===== config.mk =====
export PLATFORM = sky130hd
export DESIGN_NAME = spi_reg_frame_ctrl
export DESIGN_NICKNAME = d
export VERILOG_FILES = /design/src/rtl/spi_reg_frame_ctrl.sv
export SDC_FILE = /design/constraint.sdc
export NUM_CORES = 1
export LEC_CHECK = 0
export BUFFER_PORTS_ARGS = -buffer_cell sky130_fd_sc_hd__buf_2
export CORE_MARGIN = 2
export CORE_UTILIZATION = 35
export CTS_CLUSTER_DIAMETER = 30
export CTS_CLUSTER_SIZE = 28
export DETAILED_ROUTE_END_ITERATION = 10
export PLACE_DENSITY = 0.63
export SETUP_SLACK_MARGIN = 0.15
export SLEW_MARGIN = 0
export SYNTH_ARGS = -nofsm -noshare
export SYNTH_HDL_FRONTEND = slang
export SYNTH_SLANG_ARGS = --single-unit
export TNS_END_PERCENT = 100

===== constraint.sdc =====
create_clock -name spi_clk -period 3.82 [get_ports spi_clk]
set_clock_uncertainty 0.2 [all_clocks]
set_input_delay 0.191 -clock spi_clk [delete_from_list [all_inputs] [get_ports spi_clk]]
set_output_delay 0.191 -clock spi_clk [all_outputs]
set_load 0.05 [all_outputs]

===== src/rtl/spi_reg_frame_ctrl.sv =====
// SPI-slave frame controller: command byte, then a write/read data-byte stream with channel decode.
// Optional ADDR_AUTOINC_EN: advance the register address after every data byte of a burst.
module spi_reg_frame_ctrl #(
    parameter int ADDR_W            = 7,
    parameter int DATA_W            = 8,
    parameter int CH_REG_START_ADDR = 12,
    parameter int CH_REG_STOP_ADDR  = 67,
    parameter int REGS_PER_CH       = 7
) (
    input  logic              spi_clk,
    input  logic              rstn,
    input  logic              cs,
    input  logic              mosi,
    input  logic [DATA_W-1:0] rd_data,
    output logic              miso,
    output logic              wr_en,
    output logic [ADDR_W-1:0] wr_addr,
    output logic [DATA_W-1:0] wr_data,
    output logic [ADDR_W-1:0] rd_addr,
    output logic [2:0]        ch_idx,
    output logic [2:0]        ch_reg_sel,
    output logic              addr_wrap
);

    localparam int CNT_W = $clog2(DATA_W);
    localparam logic [CNT_W-1:0] LAST_BIT = CNT_W'(DATA_W - 1);

    typedef enum logic {
        ST_CMD,
        ST_DATA
    } state_t;

    state_t            state, state_nxt;
    logic              full_rstn;
    logic [CNT_W-1:0]  bit_cnt;
    logic [DATA_W-2:0] sh_in;
    logic [DATA_W-1:0] sh_out;
    logic [DATA_W-1:0] byte_in;
    logic              rw_write;
    logic [ADDR_W-1:0] addr;
    logic [ADDR_W-1:0] addr_adv;
    logic              addr_wraps;
    logic [ADDR_W-1:0] cmd_addr;
    logic              byte_done;
    logic              frame_first;
    logic              cmd_done;
    logic              do_write;
    logic              do_read_adv;

    // Dropping cs ends the frame exactly like a reset of the framing logic.
    assign full_rstn = rstn & cs;

    assign byte_in   = {sh_in, mosi};
    assign cmd_addr  = byte_in[ADDR_W-1:0];
    assign byte_done = (bit_cnt == LAST_BIT);

`ifdef ADDR_AUTOINC_EN
    assign addr_adv   = addr + ADDR_W'(1);
    assign addr_wraps = &addr;
`else
    assign addr_adv   = addr;
    assign addr_wraps = 1'b0;
`endif

    // Channel decode; the range test guards the subtraction against underflow.
    function automatic logic [5:0] decode(input logic [ADDR_W-1:0] a);
        logic [ADDR_W-1:0] off;
        off = a - ADDR_W'(CH_REG_START_ADDR);
        if ((a >= ADDR_W'(CH_REG_START_ADDR)) && (a <= ADDR_W'(CH_REG_STOP_ADDR)))
            return {3'(off / ADDR_W'(REGS_PER_CH)), 3'(off % ADDR_W'(REGS_PER_CH))};
        else
            return {3'd0, 3'd7};
    endfunction

    always_ff @(posedge spi_clk or negedge full_rstn) begin
        if (!full_rstn)
            state <= ST_CMD;
        else
            state <= state_nxt;
    end

    always_comb begin
        state_nxt   = state;
        miso        = 1'b0;
        frame_first = 1'b0;
        cmd_done    = 1'b0;
        do_write    = 1'b0;
        do_read_adv = 1'b0;
        case (state)
            ST_CMD: begin
                frame_first = (bit_cnt == '0);
                cmd_done    = byte_done;
                if (byte_done)
                    state_nxt = ST_DATA;
            end
            ST_DATA: begin
                if (rw_write) begin
                    do_write = byte_done;
                end else begin
                    do_read_adv = byte_done;
                    miso = (bit_cnt == '0) ? rd_data[DATA_W-1] : sh_out[DATA_W-1];
                end
            end
            default: state_nxt = ST_CMD;
        endcase
    end

    // Bit counting, shifting and the write strobe are all discarded when cs drops.
    always_ff @(posedge spi_clk or negedge full_rstn) begin
        if (!full_rstn) begin
            bit_cnt  <= '0;
            sh_in    <= '0;
            sh_out   <= '0;
            rw_write <= 1'b0;
            wr_en    <= 1'b0;
        end else begin
            bit_cnt <= byte_done ? '0 : bit_cnt + CNT_W'(1);
            sh_in   <= byte_in[DATA_W-2:0];
            wr_en   <= do_write;
            if (cmd_done)
                rw_write <= byte_in[DATA_W-1];
            if (state == ST_DATA && !rw_write) begin
                if (bit_cnt == '0)
                    sh_out <= {rd_data[DATA_W-2:0], 1'b0};
                else
                    sh_out <= {sh_out[DATA_W-2:0], 1'b0};
            end
        end
    end

    // Address and register-bank outputs survive cs=0 so the last access stays visible.
    always_ff @(posedge spi_clk or negedge rstn) begin
        if (!rstn) begin
            addr       <= '0;
            wr_addr    <= '0;
            wr_data    <= '0;
            rd_addr    <= '0;
            ch_idx     <= 3'd0;
            ch_reg_sel <= 3'd7;
            addr_wrap  <= 1'b0;
        end else if (cs) begin
            if (frame_first)
                addr_wrap <= 1'b0;
            if (cmd_done) begin
                addr                 <= cmd_addr;
                rd_addr              <= cmd_addr;
                {ch_idx, ch_reg_sel} <= decode(cmd_addr);
            end
            if (do_write) begin
                wr_data              <= byte_in;
                wr_addr              <= addr;
                {ch_idx, ch_reg_sel} <= decode(addr);
                addr                 <= addr_adv;
                if (addr_wraps)
                    addr_wrap <= 1'b1;
            end
            if (do_read_adv) begin
                addr                 <= addr_adv;
                rd_addr              <= addr_adv;
                {ch_idx, ch_reg_sel} <= decode(addr_adv);
                if (addr_wraps)
                    addr_wrap <= 1'b1;
            end
        end
    end

endmodule

==> results of run 1 <==
[logic make-up after synthesis]
| kind of cell | count (synthesis) | share of synthesized area, % |
|---|---|---|
| AND/OR/NAND/NOR | 149 | 20.35 |
| AO/OA/AOI/OAI | 139 | 25.17 |
| flip-flops | 55 | 36.38 |
| buffers and inverters | 51 | 5.739 |
| multiplexers | 26 | 7.289 |
| adder cells (fa/ha/maj) | 13 | 4.288 |
| XOR/XNOR | 3 | 0.6927 |
| other | 1 | 0.09885 |
[metal layers]
layer  vias to the layer above  part of all wire (%)  track usage (%)
li1                       1753                     -                -
met1                      1748                    44            22.33
met2                        68                    51            30.59
met3                        21                   2.4            2.411
met4                         0                   2.4            7.509
met5                         -                     0                0
[critical path: stages (launching register included)]
cell                       delay, ns
sky130_fd_sc_hd__dfrtp_1        0.43
sky130_fd_sc_hd__ha_4           0.20
sky130_fd_sc_hd__or2_4          0.25
sky130_fd_sc_hd__o21ai_2        0.16
sky130_fd_sc_hd__nand2_1        0.09
sky130_fd_sc_hd__inv_1          0.09
sky130_fd_sc_hd__ha_2           0.20
sky130_fd_sc_hd__o311a_1        0.17
sky130_fd_sc_hd__o22a_1         0.21
sky130_fd_sc_hd__a21oi_2        0.08
sky130_fd_sc_hd__a21oi_2        0.18
sky130_fd_sc_hd__ha_4           0.19
sky130_fd_sc_hd__nand2b_1       0.12
sky130_fd_sc_hd__a21oi_1        0.07
sky130_fd_sc_hd__or4_4          0.53
sky130_fd_sc_hd__a21boi_4       0.17
sky130_fd_sc_hd__o221ai_2       0.19
sky130_fd_sc_hd__o21ai_2        0.09
sky130_fd_sc_hd__a211oi_2       0.17
[power by group through the flow]
| stage | sequential, mW | combinational, mW | clock (mW) |
|---|---|---|---|
| after floorplan | 0.814 | 0.344 | 0 |
| after global placement | 0.685 | 0.630 | 0 |
| after detailed placement | 0.686 | 0.644 | 0 |
| after CTS | 0.677 | 0.715 | 0.373 |
| after global routing | 0.686 | 0.838 | 0.393 |
| final | 0.678 | 0.781 | 0.360 |
[cell usage in the layout (no fill, tap or decap), types with 6 or more instances in the layout]
master                           n
sky130_fd_sc_hd__nor2b_1         7
sky130_fd_sc_hd__nor2_1         19
sky130_fd_sc_hd__buf_4          59
sky130_fd_sc_hd__mux2_2         13
sky130_fd_sc_hd__nand3_1         6
sky130_fd_sc_hd__mux2i_1        12
sky130_fd_sc_hd__nand2_1        56
sky130_fd_sc_hd__nand2b_1        7
sky130_fd_sc_hd__a21oi_1        19
sky130_fd_sc_hd__inv_1          13
sky130_fd_sc_hd__clkbuf_8        6
sky130_fd_sc_hd__dlygate4sd3_1   9
sky130_fd_sc_hd__o21ai_0        38
sky130_fd_sc_hd__nand4_1         6
sky130_fd_sc_hd__dfrtp_1        51
sky130_fd_sc_hd__buf_2          41
sky130_fd_sc_hd__o211ai_1        6
[repair_timing]
item                                   in CTS  in global routing
endpoints found under the hold margin      59                  0
buffers inserted                           11                  6
setup endpoints to repair                   4                  4
pin swaps                                  16                 24
gates resized for setup                    26                 33
hold buffers                                9                  0
[stage by stage]
stage	hold slack (ns)	cell area, um^2	util, %	worst slack [ns]	total power, mW
floorplan	-0.3046	3844	-	-0.05773	1.158
global placement	0.05260	4384	40.98	-0.03535	1.315
detailed placement	0.05973	4384	40.98	-0.1434	1.330
CTS	0.005515	4798	44.85	0.005846	1.764
global route	0.009353	5011	46.84	-0.1708	1.917
finish	0.01078	5011	46.84	-0.02290	1.819
[Yosys cell counts (3+ instances only)]
| master | number |
|---|---|
| sky130_fd_sc_hd__a21boi_0 | 3 |
| sky130_fd_sc_hd__a221oi_1 | 3 |
| sky130_fd_sc_hd__buf_2 | 5 |
| sky130_fd_sc_hd__a22oi_1 | 3 |
| sky130_fd_sc_hd__o31ai_1 | 6 |
| sky130_fd_sc_hd__nand4_1 | 6 |
| sky130_fd_sc_hd__xnor2_1 | 3 |
| sky130_fd_sc_hd__o21a_1 | 4 |
| sky130_fd_sc_hd__a31oi_1 | 6 |
| sky130_fd_sc_hd__dfstp_2 | 3 |
| sky130_fd_sc_hd__ha_1 | 13 |
| sky130_fd_sc_hd__nor2_1 | 21 |
| sky130_fd_sc_hd__nand3b_1 | 4 |
| sky130_fd_sc_hd__and3_1 | 5 |
| sky130_fd_sc_hd__nor2b_1 | 8 |
| sky130_fd_sc_hd__o221ai_1 | 3 |
| sky130_fd_sc_hd__buf_1 | 3 |
| sky130_fd_sc_hd__a21oi_1 | 24 |
| sky130_fd_sc_hd__and2_1 | 3 |
| sky130_fd_sc_hd__clkbuf_1 | 24 |
| sky130_fd_sc_hd__nand2b_1 | 7 |
| sky130_fd_sc_hd__nand2_1 | 57 |
| sky130_fd_sc_hd__nand3_1 | 7 |
| sky130_fd_sc_hd__o21ai_0 | 41 |
| sky130_fd_sc_hd__mux2_2 | 13 |
| sky130_fd_sc_hd__a211oi_1 | 7 |
| sky130_fd_sc_hd__mux2i_1 | 13 |
| sky130_fd_sc_hd__o211ai_1 | 6 |
| sky130_fd_sc_hd__or4_4 | 3 |
| sky130_fd_sc_hd__o311a_1 | 3 |
| sky130_fd_sc_hd__nor3_1 | 8 |
| sky130_fd_sc_hd__or3_1 | 5 |
| sky130_fd_sc_hd__inv_1 | 15 |
| sky130_fd_sc_hd__dfrtp_1 | 52 |
[layout make-up]
type / instances / area (um^2) / area share, %
multi-input cells: 331 / 2524 / 50.36
flip-flops and latches: 55 / 1381 / 27.57
repair buffers: 112 / 772.0 / 15.41
well taps: 140 / 175.2 / 3.496
clock buffers: 6 / 82.58 / 1.648
inverters: 15 / 56.30 / 1.124
clock inverters: 2 / 20.02 / 0.3995
[sequential cells by signal, indices dropped and copies added (netlist names), 3 cells and up]
| name | count |
|---|---|
| ch_reg_sel | 3 |
| bit_cnt | 3 |
| sh_out | 7 |
| sh_in | 7 |
| wr_data | 8 |
| wr_addr | 7 |
| addr | 7 |
| rd_addr | 7 |
| ch_idx | 3 |
[worst max path at each step]
stage	from	end	slack, ns	cells past startpoint
after floorplan	addr[2]$_DFFE_PN0P_	ch_idx[0]$_DFFE_PN0P_	-0.06	16
after global placement	addr[2]$_DFFE_PN0P_	ch_reg_sel[1]$_DFFE_PN1P_	-0.04	15
after detailed placement	addr[2]$_DFFE_PN0P_	ch_reg_sel[1]$_DFFE_PN1P_	-0.14	15
after CTS	addr[2]$_DFFE_PN0P_	ch_reg_sel[1]$_DFFE_PN1P_	0.006	15
after global routing	addr[2]$_DFFE_PN0P_	ch_reg_sel[1]$_DFFE_PN1P_	-0.17	18
final	addr[2]$_DFFE_PN0P_	ch_reg_sel[1]$_DFFE_PN1P_	-0.02	18
==> flow_results.org, run 1 <==
** Outcome
- The flow ran to the end, but the final reports show violations.
- The final reports fail on setup timing.

** Timing
- Based on the critical path, the design can be clocked at up to between 0.2 and 0.3 GHz.
- Final hold vios :: 0
- The worst pin sits at a relative slew slack of around two fifths.
- Setup repair after global routing could not meet its margin everywhere.
- Setup violations remaining at the end of the flow were counted as 2.
- Setup TNS Final :: -0.03626 ns
- The number of slew-limit violations in the final report came to 0.
- Fin crit share :: 100.6%
- For the finished layout, the period the worst path requires is 3.843 ns.
- Across all setup checks in the final design, the least slack found is -0.02290 ns.
- Slew at the pin with the worst max-slew slack :: 0.8799 ns

** Clock tree
- CTS clk-pin slew, worst paths :: about 0.10 ns
- Buffer type at the clock tree root :: sky130_fd_sc_hd__clkbuf_8
- Maximum clock path buffer count :: 2
- Counting every sink on the clock net gives 55.
- Number of clock buffers inserted by TritonCTS :: 5
- Maximum level of the CTS H-tree :: 2
- Worst skew pair latency :: 0.31 ns
- TritonCTS built the clock tree.

** Routing
- Final routed wirelength across all metal layers :: 10.46 mm
- For this run, design rule violations remaining after detail routing come to 0.
- Dividing the detail-routed wire length by the instance count gives ~16 um.
- The count of nets left with antenna violations once routing finished came out at 0.
- Via density :: ~5.4
- Via count :: 3590
- The first TritonRoute pass finished after 4 iterations.
- For this block, the initial DRC count from the detailed router was between 200 and 250.

** Placed design
- Input and output buffers added on the ports amount to a little over 40.
- Counting tap cells, the placed design contains a total of between 600 and 700 instances.
- Final GP Congestion :: between 0.9 and 1
- HPWL after DPL :: 7.122 mm

** Logic synthesis
- Area fraction of the dominant cell type after synthesis :: approximately a third
- In the synthesized netlist the async set-or-reset flop fraction comes to 100.0%.
- Cells after Synth :: about 440
- Unique masters post-synth :: 74
- Synth warn :: 0
- In this run, synthesis produced a sequential element count of 55.
- Net count after synthesis :: around 460
- Most area-hungry cell type in the Yosys netlist :: sky130_fd_sc_hd__dfrtp_1
- Dividing the synthesized area by the synthesized cell count gives 8.681 um^2.
- Most frequently used flop master after synthesis :: sky130_fd_sc_hd__dfrtp_1
- Cell area after synthesis :: 3794 um^2
- For this run, the register share of the synthesized area comes to around 36%.
- Counting flops with a built-in enable in the synthesized netlist gives 0.
- By area the synthesized netlist is led by sky130_fd_sc_hd__dfrtp_1 34%, sky130_fd_sc_hd__nand2_1 5.6%, sky130_fd_sc_hd__o21ai_0 5.4%.

** Run
- Max-cap violations in this run came to 0.

** Power
- In this run switching power makes up 39.21% of total power.
- Across the VDD grid, the largest voltage drop is approximately 0.16 mV.
- Summed over all cells, the static leakage comes to approximately 2.2 nW.
- Areal power density over the cells :: 363.1 nW/um^2
- Total internal power :: between 1 and 1.5 mW
- Per report_power, the combinational group accounts for between 40% and 50% of the total.
- Clock network power share :: about a fifth
- Sequential cells account for a little under two fifths of the total power.
- The analysis attributes to net switching a power of 0.7133 mW.

** Setup path
- Data arrives at the worst endpoint at between 3 and 4 ns.
- Crit end category :: register
- Maximum fanout encountered on the critical timing path :: 7
- Endpoint of the worst register-to-register path :: ch_reg_sel[1]$_DFFE_PN1P_
- In this run the register-to-register setup slack is -0.02 ns.
- STA classifies the critical path startpoint as a register.
- The worst register-to-register path has a depth of 18.
- R2r startpoint :: addr[2]$_DFFE_PN0P_
- The critical path in this run is classified as register to register.
- Required time at the worst-slack endpoint :: 3.86 ns

** Die
- Height of the die :: 108.1 um
- After floorplanning, the core was divided into 38 placement rows.
- Die ar. :: between 10000 and 15000 um^2
- Effective utilization at floorplan :: 35.46%
- I/O pins :: 43
- After floorplanning, the core was sized to cover roughly 11000 um^2.
- Die boundary width :: approximately 110 um

** Global route
- The number of antenna violations at the first check in global routing is 0.
- Grt total ovfl :: 0
- The first global-routing pass estimated roughly 17 mm of wire.
- Total global-route track usage :: ~18%
- Entering global routing, the biggest net connects 37 pins.
- Via count of the first global-routing pass :: between 3000 and 4000

** Cells and area
- Share of cells above drive strength 1 :: 36.66%
- Area growth syn-to-layout :: 32.09%
- Total of fill cells in the finished design :: around 1000
- At the end of the flow, the number of nets in the layout was roughly 550.
- Antenna Diode Count :: 0
- Non-filler cells, final :: 661

** Worst hold path
- In this run the most critical hold path is launched from rd_data[4].
- Count of cells along the worst hold path :: 3
- In this run the worst hold path is classified as input port to register.
- For hold timing, the worst endpoint is sh_out[5]$_DFFE_PN0P_.
No activity file was read; power rests on OpenSTA's default activity.
==> inputs of run 2 (changes only) <==
- REMOVE_ABC_BUFFERS: default -> 1
==> run 2 against run 1 <==
  * The run now ends clean
  * Non-clock buffer count is 6 higher
  * Final area is 0.85% higher
  * Worst hold slack better by 0.25 ns
  * Via count is 0.28% lower
  * Largest cell class unchanged
==> flow_results.org, run 2 (synthesis results as in run 1) <==
** Routing
- The post-detailed-route DRC marker count was 0 (unchanged).
- The via count normalized by instance count is 5.367 (-1.2%).
- The count of antenna-violating nets left after detailed routing came to 0 (unchanged).
- The iteration-0 DRC count of the detailed router came to 147 (-40%).
- The via count of the routed design is 3580 (-0.28%).
- The average wire per standard cell came to 15.28 um (-3.5%).
- The number of search-and-repair iterations in the first detailed-routing pass is 4 (unchanged).
- The total detailed-routing wirelength came to 10.19 mm (-2.6%).

** Setup path
- Arr. time, crit path :: 3.77 ns (-0.11 ns)
- The worst register-to-register path begins at addr[2]$_DFFE_PN0P_.
- The largest fanout of any net on the critical path was 6 (-1).
- Reg2reg path depth :: 14 (-4)
- Cell type group with the largest total delay on the critical path :: simple AND/OR/NAND/NOR gates
- By instance count, the cell type seen most on the critical path is sky130_fd_sc_hd__or4_4.
- The critical path goes through ha_2, or2_4, or4_4, a21oi_4, a22oi_2, a21oi_2, a21oi_2, ha_4, or4_4, o211ai_2, or4_4, a21boi_4, nand2_1, a221o_1.
- Biggest cell delay along the critical path :: 0.51 ns (-0.02 ns)
- The worst register-to-register path ends at ch_idx[0]$_DFFE_PN0P_.
- The worst setup path is of the register to register kind.
- Launching element type of the critical path :: register
- The buffer and inverter count on the worst path is 0 (-1).
- For this design, the slowest cell found on the critical path is sky130_fd_sc_hd__or4_4.
- The required time of the worst setup path is 3.84 ns (-0.02 ns).
- The reg2reg setup slack was 0.07 ns (+0.09 ns).
- Crit end category :: register

** Timing
- The number of endpoints with negative hold slack in the final report was 0 (unchanged).
- Setup TNS Final :: 0 ns (+0.03626 ns)
- Final setup violation count :: 0 (-2)
- The clock period minus worst slack was 3.753 ns (-0.09038 ns).
- The actual transition at the worst max-transition pin is 0.8488 ns (-0.03107 ns).
- The achievable frequency came to 0.2665 GHz (+2.4%).
- Fin crit share :: 98.23% (-2.4 points)
- Final-layout worst hold slack :: 0.2611 ns (+0.2503 ns)
- The number of slew-limit violations in the final report was 0 (unchanged).
- The headroom to the max-slew limit is 43.41% (+2.1 points).
- Setup repair after global routing could not meet its margin everywhere.

** Clock tree
- The TritonCTS sink count was 55 (unchanged).
- The clock transition at the register clock pins on the worst setup and hold paths after CTS is 0.11 ns (about the same).
- Worst skew pair latency :: 0.32 ns (about the same)
- Number of clock buffers inserted by TritonCTS :: 5 (unchanged)
- The number of levels in the clock H-tree came to 2 (unchanged).
- TritonCTS built the clock tree.
- The deepest clock path buffer count was 2 (unchanged).
- Buffer type at the clock tree root :: sky130_fd_sc_hd__clkbuf_8

** Cells and area
- The share of layout cells above drive strength 1 was 36.81% (+0.15 points).
- Leaving out fill and tap cells, the most frequent cell in the layout is sky130_fd_sc_hd__buf_4.
- Register containing the most flip-flops in the final layout :: wr_data
- In the layout the commonest cells are 63 x sky130_fd_sc_hd__buf_4, 57 x sky130_fd_sc_hd__nand2_1, 50 x sky130_fd_sc_hd__dfrtp_1.
- The number of fill cells in the layout came to 1005 (-0.59%).
- The number of inserted diodes came to 0 (unchanged).
- Storage cell area :: 1383 um^2 (about the same)
- Number of nets in the layout :: 551 (+1.1%)
- Post-route standard cell area excluding fillers :: 5054 um^2 (+0.85%)
- The flip-flop count of the largest register, all copies and words added was 8 (unchanged).
- Compared with the post-synthesis result, the final layout area differs by 33.21%.
- The multi-input gate area in the final layout was 2514 um^2 (-0.40%).

** Global route
- The all-layer global routing usage was 17.92% (+0.14 points).
- The number of antenna violations at the first check in global routing came to 0 (unchanged).
- Via count of the first global-routing pass :: 3528 (+0.26%)
- Grt total ovfl :: 0 (unchanged)
- The pin count of the biggest net entering global routing came to 36 (-2.7%).
- The global-route wire length before repair was 16.84 mm (+0.45%).

** Placed design
- The global placer's final weighted congestion was 0.8804 (-3.7%).
- The count of port buffers added during placement came to 41 (unchanged).
- The estimated wirelength of the detail-placed design was 7.203 mm (+1.1%).
- DP Area :: 4456 um^2 (+1.6%)

** Worst hold path
- The number of cells on the worst hold path came to 1 (-2).
- Origin of the worst min-delay path :: bit_cnt[0]$_DFF_PN0_
- Kind of path behind the tightest hold check :: register to register
- Endpoint, Worst Hold :: bit_cnt[0]$_DFF_PN0_

** Die
- The site row count was 38 (unchanged).
- The x dimension of the die came to 108.1 um (unchanged).
- The area of the placeable core came to 10700 um^2 (unchanged).
- The area enclosed by the die boundary came to 11690 um^2 (unchanged).
- The vertical die dimension was 108.1 um (unchanged).
- The initial standard-cell utilization of the core came to 35.46% (unchanged).
- I/O pins :: 43 (unchanged)

** Outcome
- Outcome :: finished clean

** Run
- The number of violations of the max-capacitance limit was 0 (unchanged).

** Power
- Peak supply drop :: 0.1753 mV (+9.2%)
- The total power density per cell area came to 362.1 nW/um^2 (-0.27%).
- The static power due to leakage was 2.229 nW (+1.6%).
## run 2: changes by cell type in the layout (fill, tap and decap cells not counted), moves of 2 or more
cell,previous run,this run
sky130_fd_sc_hd__buf_4,59,63
sky130_fd_sc_hd__nand2b_4,0,2
sky130_fd_sc_hd__o21ai_1,2,4
sky130_fd_sc_hd__inv_2,2,0
sky130_fd_sc_hd__inv_1,13,15
sky130_fd_sc_hd__nand2b_1,7,5
## run 2: per-stage QoR
step / total power, mW / utilization, % / cells / worst slack (ns)
2_1_floorplan: 1.126 / - / 401 / -0.4044
3_3_place_gp: 1.336 / 41.65 / 641 / -0.003579
3_5_place_dp: 1.347 / 41.65 / 641 / -0.1478
4_1_cts: 1.754 / 44.82 / 662 / 0.09543
5_1_grt: 1.937 / 47.24 / 667 / -0.07046
6_report: 1.830 / 47.24 / 667 / 0.06748
## run 2: worst max path at each step
stage | startpoint | to | slack [ns] | cells after the start
global placement | addr[2]$_DFFE_PN0P_ | ch_idx[0]$_DFFE_PN0P_ | -0.004 | 15
floorplan | addr[2]$_DFFE_PN0P_ | ch_reg_sel[1]$_DFFE_PN1P_ | -0.40 | 18
CTS | addr[2]$_DFFE_PN0P_ | ch_idx[0]$_DFFE_PN0P_ | 0.1 | 14
global route | addr[2]$_DFFE_PN0P_ | ch_idx[0]$_DFFE_PN0P_ | -0.07 | 17
finish | addr[2]$_DFFE_PN0P_ | ch_idx[0]$_DFFE_PN0P_ | 0.07 | 14
detailed placement | sh_in[1]$_DFF_PN0_ | ch_idx[0]$_DFFE_PN0P_ | -0.15 | 15
## run 2: what timing repair did
action | in CTS | in global routing
hold buffers | 10 | 0
pin swaps | 4 | 24
buffers inserted | 3 | 5
gates resized for setup | 27 | 42
setup endpoints to repair | 4 | 4
endpoints found under the hold margin | 60 | 0
## run 2: cell type report
type / instances / area share, %
Tap cell: 140 / 3.466
Clock inverter: 3 / 0.6685
Multi-Input combinational cell: 331 / 49.74
Timing Repair Buffer: 118 / 16.29
Clock buffer: 5 / 1.362
Inverter: 15 / 1.114
Sequential cell: 55 / 27.36
## run 2: per-layer routing
metal / wire (um) / track usage [%]
met1: 4432 / 21.66
met2: 5344 / 32.39
met3: 229 / 2.471
met4: 184 / 6.410
met5: 0 / 0
## run 2: where the power goes
part / switching [mW] / internal [mW] / leakage (nW)
clock network: 0.223 / 0.139 / 0.0515
registers: 0.0396 / 0.639 / 0.688
logic: 0.466 / 0.323 / 1.49
total: 0.729 / 1.10 / 2.23
